===== src/rtl/rot_sw_pkg.sv =====
// rot_sw_pkg: shared types and constants for the rotary switch debouncer.
// State encoding, default timing parameters and direction helper.
package rot_sw_pkg;

  localparam int CODE_W         = 4;
  localparam int DEF_TICK_DIV   = 50000;
  localparam int DEF_STABLE_CNT = 4;

  typedef enum logic [1:0] {
    ST_ACQ,
    ST_IDLE,
    ST_CHECK
  } state_e;

  // Clockwise when the forward distance new-old (mod 16) is 1..7.
  function automatic logic cw_step(
    input logic [CODE_W-1:0] nw,
    input logic [CODE_W-1:0] old
  );
    logic [CODE_W-1:0] d;
    d = nw - old;
    return (d != '0) && !d[CODE_W-1];
  endfunction

endpackage


===== src/rtl/rot_sw_tick.sv =====
// rot_sw_tick: sample-tick prescaler for the rotary switch debouncer.
// Counts 0..TICK_DIV-1 and flags the last count as TICK.
module rot_sw_tick
  import rot_sw_pkg::*;
#(
  parameter int TICK_DIV = DEF_TICK_DIV
) (
  input  logic CLK,
  input  logic RST_N,
  output logic TICK
);

  localparam int W = (TICK_DIV > 1) ? $clog2(TICK_DIV) : 1;
  localparam logic [W-1:0] LAST = W'(TICK_DIV - 1);

  logic [W-1:0] cnt_q, cnt_d;
  logic         tick_w;

  // Wrap on the last count, otherwise advance.
  always_comb begin
    tick_w = (cnt_q == LAST);
    cnt_d  = tick_w ? '0 : cnt_q + 1'b1;
  end

  // Prescaler register.
  always_ff @(posedge CLK or negedge RST_N) begin
    if (!RST_N) cnt_q <= '0;
    else        cnt_q <= cnt_d;
  end

  assign TICK = tick_w;

endmodule


===== src/rtl/rot_sw_debounce.sv =====
// rot_sw_debounce: synchronise and debounce a 4-bit rotary switch code.
// Define ROT_SW_DIR_EN to add the R_DIR rotation-direction output.
module rot_sw_debounce
  import rot_sw_pkg::*;
#(
  parameter int TICK_DIV   = DEF_TICK_DIV,
  parameter int STABLE_CNT = DEF_STABLE_CNT,
  parameter int INV_IN     = 1
) (
  input  logic              CLK,
  input  logic              RST_N,
  input  logic [CODE_W-1:0] R_IN,
  output logic [CODE_W-1:0] R_OUT,
  output logic              R_CHG,
`ifdef ROT_SW_DIR_EN
  output logic              R_DIR,
`endif
  output logic              R_VALID
);

  localparam int CW = (STABLE_CNT > 1) ? $clog2(STABLE_CNT) : 1;
  localparam logic [CW-1:0] CMAX = CW'(STABLE_CNT - 1);

  logic [CODE_W-1:0] in_w;
  logic [CODE_W-1:0] sync1_q, sync1_d;
  logic [CODE_W-1:0] sync2_q, sync2_d;
  logic [CODE_W-1:0] cand_q, cand_d;
  logic [CW-1:0]     cnt_q, cnt_d;
  logic              tick;
  logic              same;
  logic              accept;

  state_e            state_q, state_d;
  logic [CODE_W-1:0] out_q, out_d;
  logic              chg_q, chg_d;
  logic              valid_q, valid_d;
  logic              differs;
`ifdef ROT_SW_DIR_EN
  logic              dir_q, dir_d;
`endif

  rot_sw_tick #(
    .TICK_DIV (TICK_DIV)
  ) u_tick (
    .CLK   (CLK),
    .RST_N (RST_N),
    .TICK  (tick)
  );

  assign in_w = (INV_IN != 0) ? ~R_IN : R_IN;

  // Two-flop synchroniser; second stage is the sample value.
  always_comb begin
    sync1_d = in_w;
    sync2_d = sync1_q;
  end

  always_ff @(posedge CLK or negedge RST_N) begin
    if (!RST_N) begin
      sync1_q <= '0;
      sync2_q <= '0;
    end else begin
      sync1_q <= sync1_d;
      sync2_q <= sync2_d;
    end
  end

  // Candidate tracking: restart on a new code, count equal ticks.
  always_comb begin
    cand_d = cand_q;
    cnt_d  = cnt_q;
    same   = (sync2_q == cand_q);
    accept = tick && same && (cnt_q == CMAX);
    if (tick) begin
      if (!same) begin
        cand_d = sync2_q;
        cnt_d  = '0;
      end else if (cnt_q != CMAX) begin
        cnt_d  = cnt_q + 1'b1;
      end
    end
  end

  always_ff @(posedge CLK or negedge RST_N) begin
    if (!RST_N) begin
      cand_q <= '0;
      cnt_q  <= '0;
    end else begin
      cand_q <= cand_d;
      cnt_q  <= cnt_d;
    end
  end

  // Output FSM: first acquisition, then change detection.
  always_comb begin
    state_d = state_q;
    out_d   = out_q;
    chg_d   = 1'b0;
    valid_d = valid_q;
`ifdef ROT_SW_DIR_EN
    dir_d   = dir_q;
`endif
    differs = (cand_q != out_q);
    unique case (state_q)
      ST_ACQ: begin
        if (accept) begin
          out_d   = cand_q;
          valid_d = 1'b1;
          state_d = ST_IDLE;
        end
      end
      ST_IDLE: begin
        if (differs) begin
          if (accept) begin
            out_d = cand_q;
            chg_d = 1'b1;
`ifdef ROT_SW_DIR_EN
            dir_d = cw_step(cand_q, out_q);
`endif
          end else begin
            state_d = ST_CHECK;
          end
        end
      end
      ST_CHECK: begin
        if (!differs) begin
          state_d = ST_IDLE;
        end else if (accept) begin
          out_d   = cand_q;
          chg_d   = 1'b1;
`ifdef ROT_SW_DIR_EN
          dir_d   = cw_step(cand_q, out_q);
`endif
          state_d = ST_IDLE;
        end
      end
      default: state_d = ST_ACQ;
    endcase
  end

  // State and registered outputs.
  always_ff @(posedge CLK or negedge RST_N) begin
    if (!RST_N) begin
      state_q <= ST_ACQ;
      out_q   <= '0;
      chg_q   <= 1'b0;
      valid_q <= 1'b0;
`ifdef ROT_SW_DIR_EN
      dir_q   <= 1'b0;
`endif
    end else begin
      state_q <= state_d;
      out_q   <= out_d;
      chg_q   <= chg_d;
      valid_q <= valid_d;
`ifdef ROT_SW_DIR_EN
      dir_q   <= dir_d;
`endif
    end
  end

  assign R_OUT   = out_q;
  assign R_CHG   = chg_q;
  assign R_VALID = valid_q;
`ifdef ROT_SW_DIR_EN
  assign R_DIR   = dir_q;
`endif

endmodule


===== config.mk =====
export PLATFORM = sky130hd
export DESIGN_NAME = rot_sw_debounce
export DESIGN_NICKNAME = d
export VERILOG_FILES = /design/src/rtl/rot_sw_pkg.sv /design/src/rtl/rot_sw_tick.sv /design/src/rtl/rot_sw_debounce.sv
export SDC_FILE = /design/constraint.sdc
export NUM_CORES = 1
export LEC_CHECK = 0
export ABC_AREA = 1
export CAP_MARGIN = 20
export CORE_MARGIN = 1.5
export CORE_UTILIZATION = 45
export DETAILED_ROUTE_END_ITERATION = 16
export HOLD_SLACK_MARGIN = 0.02
export SETUP_SLACK_MARGIN = 0.4
export SLEW_MARGIN = 40
export SYNTH_ARGS = -nofsm -noshare
export SYNTH_HDL_FRONTEND = slang
export SYNTH_SLANG_ARGS = --single-unit

===== constraint.sdc =====
create_clock -name CLK -period 2.55 [get_ports CLK]
set_input_delay 0.255 -clock CLK [delete_from_list [all_inputs] [get_ports CLK]]
set_output_delay 0.255 -clock CLK [all_outputs]
set_load 0.01 [all_outputs]

Word level (Yosys, flattened, before mapping)
Index checks and enable logic that the tools add are counted.
{"block": "word_totals", "in_bits": 6, "reg_bits": 38, "output_inout_bits": 6, "elab_cells": 48}
{"block": "op_classes", "n_eq_ne": 11, "n_reduce_logical": 10, "mux": 14, "n_bitwise": 2, "n_addsub": 2}
{"op": "$add 16x1->16 const B", "n": 1}
{"op": "$eq 16x16->1 const B", "n": 1}
{"op": "$mux 16", "n": 1}
{"op": "$mux 2", "n": 6}
{"op": "$reduce_and 2->1", "n": 5}
{"op": "$mux 4", "n": 2}
{"op": "$pmux 4 s2", "n": 1}
{"op": "$ne 2x2->1 const B", "n": 3}
{"op": "$pmux 2 s3", "n": 1}
{"op": "$eq 2x2->1 const B", "n": 2}
{"op": "$eq 4x4->1", "n": 1}
{"op": "$ne 2x1->1 const B", "n": 2}
{"op": "$ne 4x4->1", "n": 1}
{"op": "$not 4->4", "n": 1}
{"op": "$mux 1", "n": 3}
{"op": "$add 2x1->2 const B", "n": 1}
{"op": "$eq 2x1->1 const B", "n": 1}
{"op": "$logic_and 1x1->1", "n": 2}
{"op": "$logic_not 2->1", "n": 1}
{"op": "$reduce_bool 2->1", "n": 1}
{"op": "$reduce_or 2->1", "n": 1}
{"op": "$not 1->1", "n": 1}

Logic depth before layout (Yosys ltp)
Gate-level depths: netlist (run 1).
{"block": "depth", "depth_word": 6, "mapped_depth": 12, "mapped_depth_nobuf": 12}

Cells and area by module
A second synthesis (run 1) with hierarchy kept.
{"block": "hier_totals", "cells_unflattened": 258, "hier_area_um2": 1981.9}
{"mod": "rot_sw_debounce", "area_per_inst_um2": 1104.8, "n_inst": 1, "cells_each": 137, "seq_area_each_um2": 550.5}
{"mod": "rot_sw_tick", "area_per_inst_um2": 877.1, "n_inst": 1, "cells_each": 121, "seq_area_each_um2": 400.4}

Worst setup path before layout (run 1)
OpenSTA, ideal clock, no wires.
{"block": "synth_timing", "path_kind": "register to register", "start": "register u_tick.cnt_q[0]", "end": "register state_q[1]", "n_path_buf": 0, "arrival_time_ns": 1.285, "setup_time_ns": 0.117, "setup_slack_ns": 1.148, "path_stages_with_launch": 11, "required_ns": 2.433, "path_cell_list": "dfrtp_1 -> ha_1 -> nand3_2 -> inv_1 -> nand4_4 -> nor2_8 -> nand2_4 -> nand2_1 -> nand3_1 -> nand2_1 -> nand2_1"}
{"block": "synth_via", "elab_chain_len": 6}
{"item": "start: declaration", "line": "rot_sw_tick.sv:16", "text": "logic [W-1:0] cnt_q, cnt_d;"}
{"item": "start signal: assignment", "line": "rot_sw_tick.sv:28", "text": "else cnt_q <= cnt_d;"}
{"item": "$eq 16x16->1 *", "line": "rot_sw_tick.sv:21", "text": "tick_w = (cnt_q == LAST);"}
{"item": "$logic_and 1x1->1 * (2 in series)", "line": "rot_sw_debounce.sv:73", "text": "accept = tick && same && (cnt_q == CMAX);"}
{"item": "$mux 2 (2 in series)"}
{"item": "$pmux 2 s3"}
{"item": "end signal: assignment", "line": "rot_sw_debounce.sv:152", "text": "state_q <= state_d;"}
{"item": "end: declaration", "line": "rot_sw_debounce.sv:33", "text": "state_e state_q, state_d;"}
Mark *: on every way between the ends. The rest lies on a longest branch, timed or not.
A chain may end at the register's enable or synchronous reset.

Worst setup path in the final report (run 1)
Same ends and word-level chain as after synthesis.

==> results of run 1 <==
==> layout make-up <==
type                    instances  area [µm²]  share of cell area [%]
multi-input cells             152         878                    38.1
repair buffers                 12         118                    5.11
clock inverters                 3        45.0                    1.96
inverters                      47         178                    7.71
well taps                      52        65.1                    2.82
flip-flops and latches         38         951                    41.3
clock buffers                   5        68.8                    2.99
==> worst max-delay path, cell delays in order, from the launching register on <==
cell and delay [ns]:
dfrtp_1 0.37, ha_1 0.20, nand3_2 0.12, inv_1 0.13, nand4_4 0.13, nor2_8 0.18
nand2_4 0.08, nand2_1 0.06, nand3_1 0.06, nand2_1 0.06, nand2_1 0.04
==> cells by family after synthesis <==
logic type                 after synthesis
buffers and inverters                   47
AOI/OAI and AO/OA                       22
adders and majority gates                6
xor gates and xnor gates                 6
and+or+nand+nor                        118
DFF                                     38
==> stage by stage <==
step	utilization (%)	power (mW)	hold WS (ns)
floorplan	-	0.631	-0.0406
global placement	50.3	0.651	0.333
detailed placement	50.4	0.652	0.248
CTS	53.3	1.17	0.358
global route	53.3	1.20	0.374
finish	53.3	1.15	0.354
==> registers in the layout, summed over array words and instances (netlist names), 2 cells and up <==
name	count
sync1_q	4
R_OUT	4
u_tick.cnt_q	16
cand_q	4
state_q	2
sync2_q	4
cnt_q	2
==> layout by cell type, fill, tap and decap left out, types with 4 or more instances in the layout <==
master / count
inv_2: 4
clkbuf_8: 5
nand2_2: 5
o21ai_0: 7
o21ai_1: 6
nor2_4: 5
xor2_1: 5
dfrtp_1: 38
nand2_1: 64
clkdlybuf4s50_1: 10
nor2_2: 7
nor2_1: 16
ha_1: 6
inv_1: 42
nand3_1: 7
==> routing by layer <==
metal  share of wire [%]  global-route usage (%)
met1                  48                    20.5
met2                  47                    26.3
met3                 3.6                    4.80
met4                 1.3                    5.77
met5                   0                       0
==> power groups by stage <==
stage	logic (mW)	clock network [mW]	registers (mW)
floorplan	0.00825	0	0.622
global placement	0.0278	0	0.623
detailed placement	0.0286	0	0.623
CTS	0.0300	0.530	0.611
global route	0.0344	0.552	0.612
finish	0.0284	0.512	0.611
==> timing repair <==
action	in CTS	in global routing
hold buffers	1	0
resized for setup	0	0
setup endpoints to repair	0	0
endpoints found under the hold margin	38	0
==> worst paths after layout <==
check                                          start  cells past startpoint                         to  slack [ns]
setup / recovery           u_tick.cnt_q[0]$_DFF_PN0_                     10     state_q[1]$_DFFE_PN0P_        1.00
hold / removal                  sync1_q[2]$_DFF_PN0_                      0       sync2_q[2]$_DFF_PN0_        0.35
setup reg to reg           u_tick.cnt_q[0]$_DFF_PN0_                     10     state_q[1]$_DFFE_PN0P_        1.00
hold reg to reg                 sync1_q[2]$_DFF_PN0_                      0       sync2_q[2]$_DFF_PN0_        0.35
max in group asynchronous                      RST_N                      2  u_tick.cnt_q[8]$_DFF_PN0_        1.77
min in group asynchronous                      RST_N                      2       R_OUT[0]$_DFFE_PN0P_        0.46
==> reports/qor.csv, run 1 <==
metric,value,unit
status,"complete, no violations",
grt_pass1_vias,1379,
synth_edf_count,0,
wl_per_cell,10.7,µm
cts_root_buffer,clkbuf_8,
rsz0062_at_grt,false,
slew_headroom,69.1,%
area_growth,14.8,%
worst_slew_pin_slew,0.463,ns
groute.usage.overall,16.2,%
drv_cap,0,
route.vias.total,1452,
synthTopCellsByArea,"dfrtp_1, nand2_1, inv_1",
fin_cells,309,
portBuffers,11,
synthesis.nets,249,
h-tree-depth,2,
power_switching,242,µW
tns,0,ns
antenna_found_initial,0,
placed_area,0.00218,mm²
row_count,24,
ant_nets,0,
synthSimpleGateAreaFrac,31.2,%
synth_flop_cell,dfrtp_1,
cts_tree,yes,
avgSynthCellArea,8.47,µm²
min_path_type,flop to flop,
fillCellCount,427,
synthXorXnorAreaFrac,2.62,%
drc,0,
core-area,0.00432,mm²
dr.pass1.iters,4,
place_ws,1.01,ns
placed_cells,300,
avgViaCountPerCell,4.70,
grt_pass1_wl,6.11,mm
gp_congestion,0.775,
post-route-period-util,60.6,%
ys_types,28,
ys_warn_count,0,
cts.sinks,38,
vdd_drop_max,0.345,mV
yosysTopAreaCell,dfrtp_1,
power.density,500,mW/mm²
clk_pin_slew_worst_paths,0.08,ns
cp_max_fo,7,
synth_area,0.00201,mm²
ys_ff_latch,38,
critical_path_arrival,1.74,ns
p_leak,1.15,nW
synth-adder-area-share,3.74,%
p_int,910,µW
synth_top_family_by_area,simple AND/OR/NAND/NOR gates,
num_io_pins,12,
post_cts_buffers,0,
nets,268,
fp.dieArea,0.00487,mm²
path_class,flop to flop,
synthMuxAreaShare,0,%
start_util,46.4,%
cp-start-kind,flop,
cts_made_buffers,5,
ctsLongestPathBuffers,2,
grt_max_degree,39,
synth_cells,237,
p_seq_share,53.1,%
final_design_area_no_fill,0.00230,mm²
hold_violations,0,
power_switching_share,21.0,%
critPathCaptureType,flop,
ys_top_cells_by_count,"nand2_1, inv_1, dfrtp_1, nor2_1",
period_needed,1.55,ns
dr.first_iter.drc_count,61,
antenna-diode-count,0,
crit_required,2.74,ns
clockPowerShare,44.5,%
gr-total-overflow,0,
dp_hpwl,2.45,mm
die_h,69.8,µm
die_w,69.8,µm
skew,0.00563,ns
combinationalPowerShare,2.5,%
synth_compound_area_share,6.17,%
synth.most_common_cell,nand2_1,
synth_top_area_share,47.4,%
synthArstFlopShare,100,%
slew_viol_final,0,
clk_latency,0.29,ns
yosysSeqAreaShare,47.4,%
drive_gt1_share,14.8,%
setup_viol,0,
wirelength,3.31,mm
finalWorstSetupSlack,1.00,ns
fmax,0.647,GHz
No activity file was read; power rests on OpenSTA's default activity.
==> inputs of run 2 (changes only) <==
--- a/config.mk
+++ b/config.mk
@@ -11,6 +11,7 @@
 export CORE_UTILIZATION = 45
 export DETAILED_ROUTE_END_ITERATION = 16
 export HOLD_SLACK_MARGIN = 0.02
+export PLACE_DENSITY = 0.66
 export SETUP_SLACK_MARGIN = 0.4
 export SLEW_MARGIN = 40
 export SYNTH_ARGS = -nofsm -noshare
==> constraint.sdc (replaced) <==
create_clock -name CLK -period 1.3 [get_ports CLK]
set_input_delay 0.13 -clock CLK [delete_from_list [all_inputs] [get_ports CLK]]
set_output_delay 0.13 -clock CLK [all_outputs]
set_load 0.01 [all_outputs]
==> run 2 against run 1 <==
Against the previous run: the run now ends with negative hold slack, negative setup slack left; sequential power increased by 96%; power rose by 100%; sequential cell count unchanged; clock skew increased by 0.0062 ns; non-clock buffer count up 58; largest power group unchanged; count of clock-buffer cells in the layout unchanged; combinational power increased by 120%; largest cell class is now multi-input gates; register-to-register slack got worse by 1.2 ns; clock power grew 100%.
==> reports/qor.csv, run 2 (same netlist as run 1, synthesis figures left out) <==
metric,value,unit,change
groute.usage.overall,19.3,%,+3.1 points
avgViaCountPerCell,4.69,,about the same
cts_made_buffers,5,,unchanged
fp.dieArea,0.00487,mm²,unchanged
reg2reg_to,R_OUT[3]$_DFFE_PN0P_,,
drv_cap,0,,unchanged
antenna-diode-count,0,,unchanged
wirelength,4.43,mm,+34%
grt_pass1_vias,1675,,+21%
cp_max_fo,8,,+1
fmax,0.677,GHz,+4.6%
final_common_cell,nand2_1,,
h-tree-depth,2,,unchanged
slew_headroom,66.4,%,-2.7 points
skew,0.0119,ns,+0.00623 ns
power.density,787,mW/mm²,+57%
critPathCaptureType,flop,,
largest_register,u_tick.cnt_q,,
multi_input_area,0.00101,mm²,+15%
portBuffers,11,,unchanged
drive_gt1_share,38.7,%,+24 points
status,"finished, violations left",,
place_ws,-0.135,ns,-1.15 ns
gp_congestion,0.850,,+9.6%
hold_ws,-0.212,ns,-0.566 ns
tns,-2.64,ns,-2.64 ns
worst_slew_pin_slew,0.504,ns,+0.0412 ns
cts.sinks,38,,unchanged
placed_area,0.00253,mm²,+16%
r2r_slack,-0.18,ns,-1.18 ns
crit_required,1.49,ns,-1.25 ns
dr.first_iter.drc_count,77,,+26%
largest_reg_flops,16,,unchanged
route.vias.total,1723,,+19%
grt_pass1_wl,7.49,mm,+23%
wl_per_cell,12.1,µm,+13%
gr-total-overflow,0,,unchanged
start_util,46.4,%,unchanged
finalWorstSetupSlack,-0.177,ns,-1.18 ns
grt_max_degree,22,,-44%
setup_viol,26,,+26
post-route-util,67.5,%,+14 points
nets,326,,+22%
p_leak,1.50,nW,+30%
drc,0,,unchanged
die_w,69.8,µm,unchanged
clk_pin_slew_worst_paths,0.09,ns,about the same
clk_latency,0.30,ns,about the same
regArea,952,µm²,+0.13%
post-route-period-util,114,%,+53 points
fillCellCount,339,,-21%
core-area,0.00432,mm²,unchanged
dr.pass1.iters,4,,unchanged
total_power,2.30,mW,+100%
cts_tree,yes,,
num_io_pins,12,,unchanged
cts_root_buffer,clkbuf_8,,
final_design_area_no_fill,0.00292,mm²,+27%
violations,"negative hold slack, negative setup slack",,
path_class,flop to flop,,
die_h,69.8,µm,unchanged
min_path_type,primary input to async pin,,
ant_nets,0,,unchanged
slew_viol_final,0,,unchanged
area_growth,45.5,%,
final_cell_mix,"nand2_1, buf_4, inv_1",,
critical_path_arrival,1.66,ns,-0.08 ns
vdd_drop_max,0.759,mV,+120%
cp-start-kind,flop,,
ctsLongestPathBuffers,2,,unchanged
rr_startpoint,u_tick.cnt_q[0]$_DFF_PN0_,,
period_needed,1.48,ns,-0.0676 ns
row_count,24,,unchanged
fin_cells,367,,+19%
reg2reg_depth,8,,-2
placed_cells,341,,+14%
hold_violations,19,,+19
dp_hpwl,2.92,mm,+19%
rsz0062_at_grt,true,,
antenna_found_initial,0,,unchanged
## run 2: changes by cell type in the layout (fill, tap and decap cells not counted), sizes merged
| cell | change |
|---|---|
| buf | +65 |
| clkdlybuf4s50 | -6 |
| dlygate4sd3 | -1 |
## run 2: repair_timing
item,4_1_cts,5_1_grt
setup buffers,10,8
pin swaps,5,15
gates resized for setup,39,26
hold endpoints to repair,19,19
setup endpoints to repair,36,36
## run 2: worst max-delay path, stage by stage (launching register included)
cell and delay [ns]:
dfrtp_1 0.41, ha_4 0.17, nand3_4 0.10, nor2_2 0.11, nand2_2 0.10, nor2_4 0.15, nand4_4 0.16, nand2_1 0.10
o21ai_1 0.07
## run 2: cell type report
| class | count | area share, % |
|---|---|---|
| sequential | 38 | 32.6 |
| clock buffer | 5 | 2.36 |
| timing repair buffer | 70 | 20.6 |
| clock inverter | 3 | 1.54 |
| tap | 52 | 2.23 |
| inverter | 47 | 6.26 |
| multi-input combinational | 152 | 34.4 |
## run 2: how the worst max path moves through the flow
stage / start / end / slack (ns) / cells past startpoint
after floorplan: u_tick.cnt_q[0]$_DFF_PN0_ / state_q[1]$_DFFE_PN0P_ / -0.06 / 10
after global placement: cand_q[2]$_DFFE_PN0P_ / R_OUT[2]$_DFFE_PN0P_ / -0.11 / 9
after detailed placement: u_tick.cnt_q[0]$_DFF_PN0_ / state_q[1]$_DFFE_PN0P_ / -0.13 / 10
after CTS: u_tick.cnt_q[5]$_DFF_PN0_ / R_OUT[2]$_DFFE_PN0P_ / -0.11 / 8
after global routing: cand_q[3]$_DFFE_PN0P_ / R_OUT[3]$_DFFE_PN0P_ / -0.33 / 9
final: u_tick.cnt_q[0]$_DFF_PN0_ / R_OUT[3]$_DFFE_PN0P_ / -0.18 / 8
## run 2: power by group
part | switching [mW] | leakage [nW] | internal, mW
Combinational | 0.0405 | 0.949 | 0.0227
Sequential | 0.00526 | 0.496 | 1.19
Clock | 0.465 | 0.0504 | 0.571
## run 2: layer usage
layer	routed length, µm	GRT usage, %	up-vias
met3	93	4.65	6
li1	-	-	891
met2	2230	30.3	16
met5	0	0	-
met4	67	6.84	0
met1	2040	26.2	810
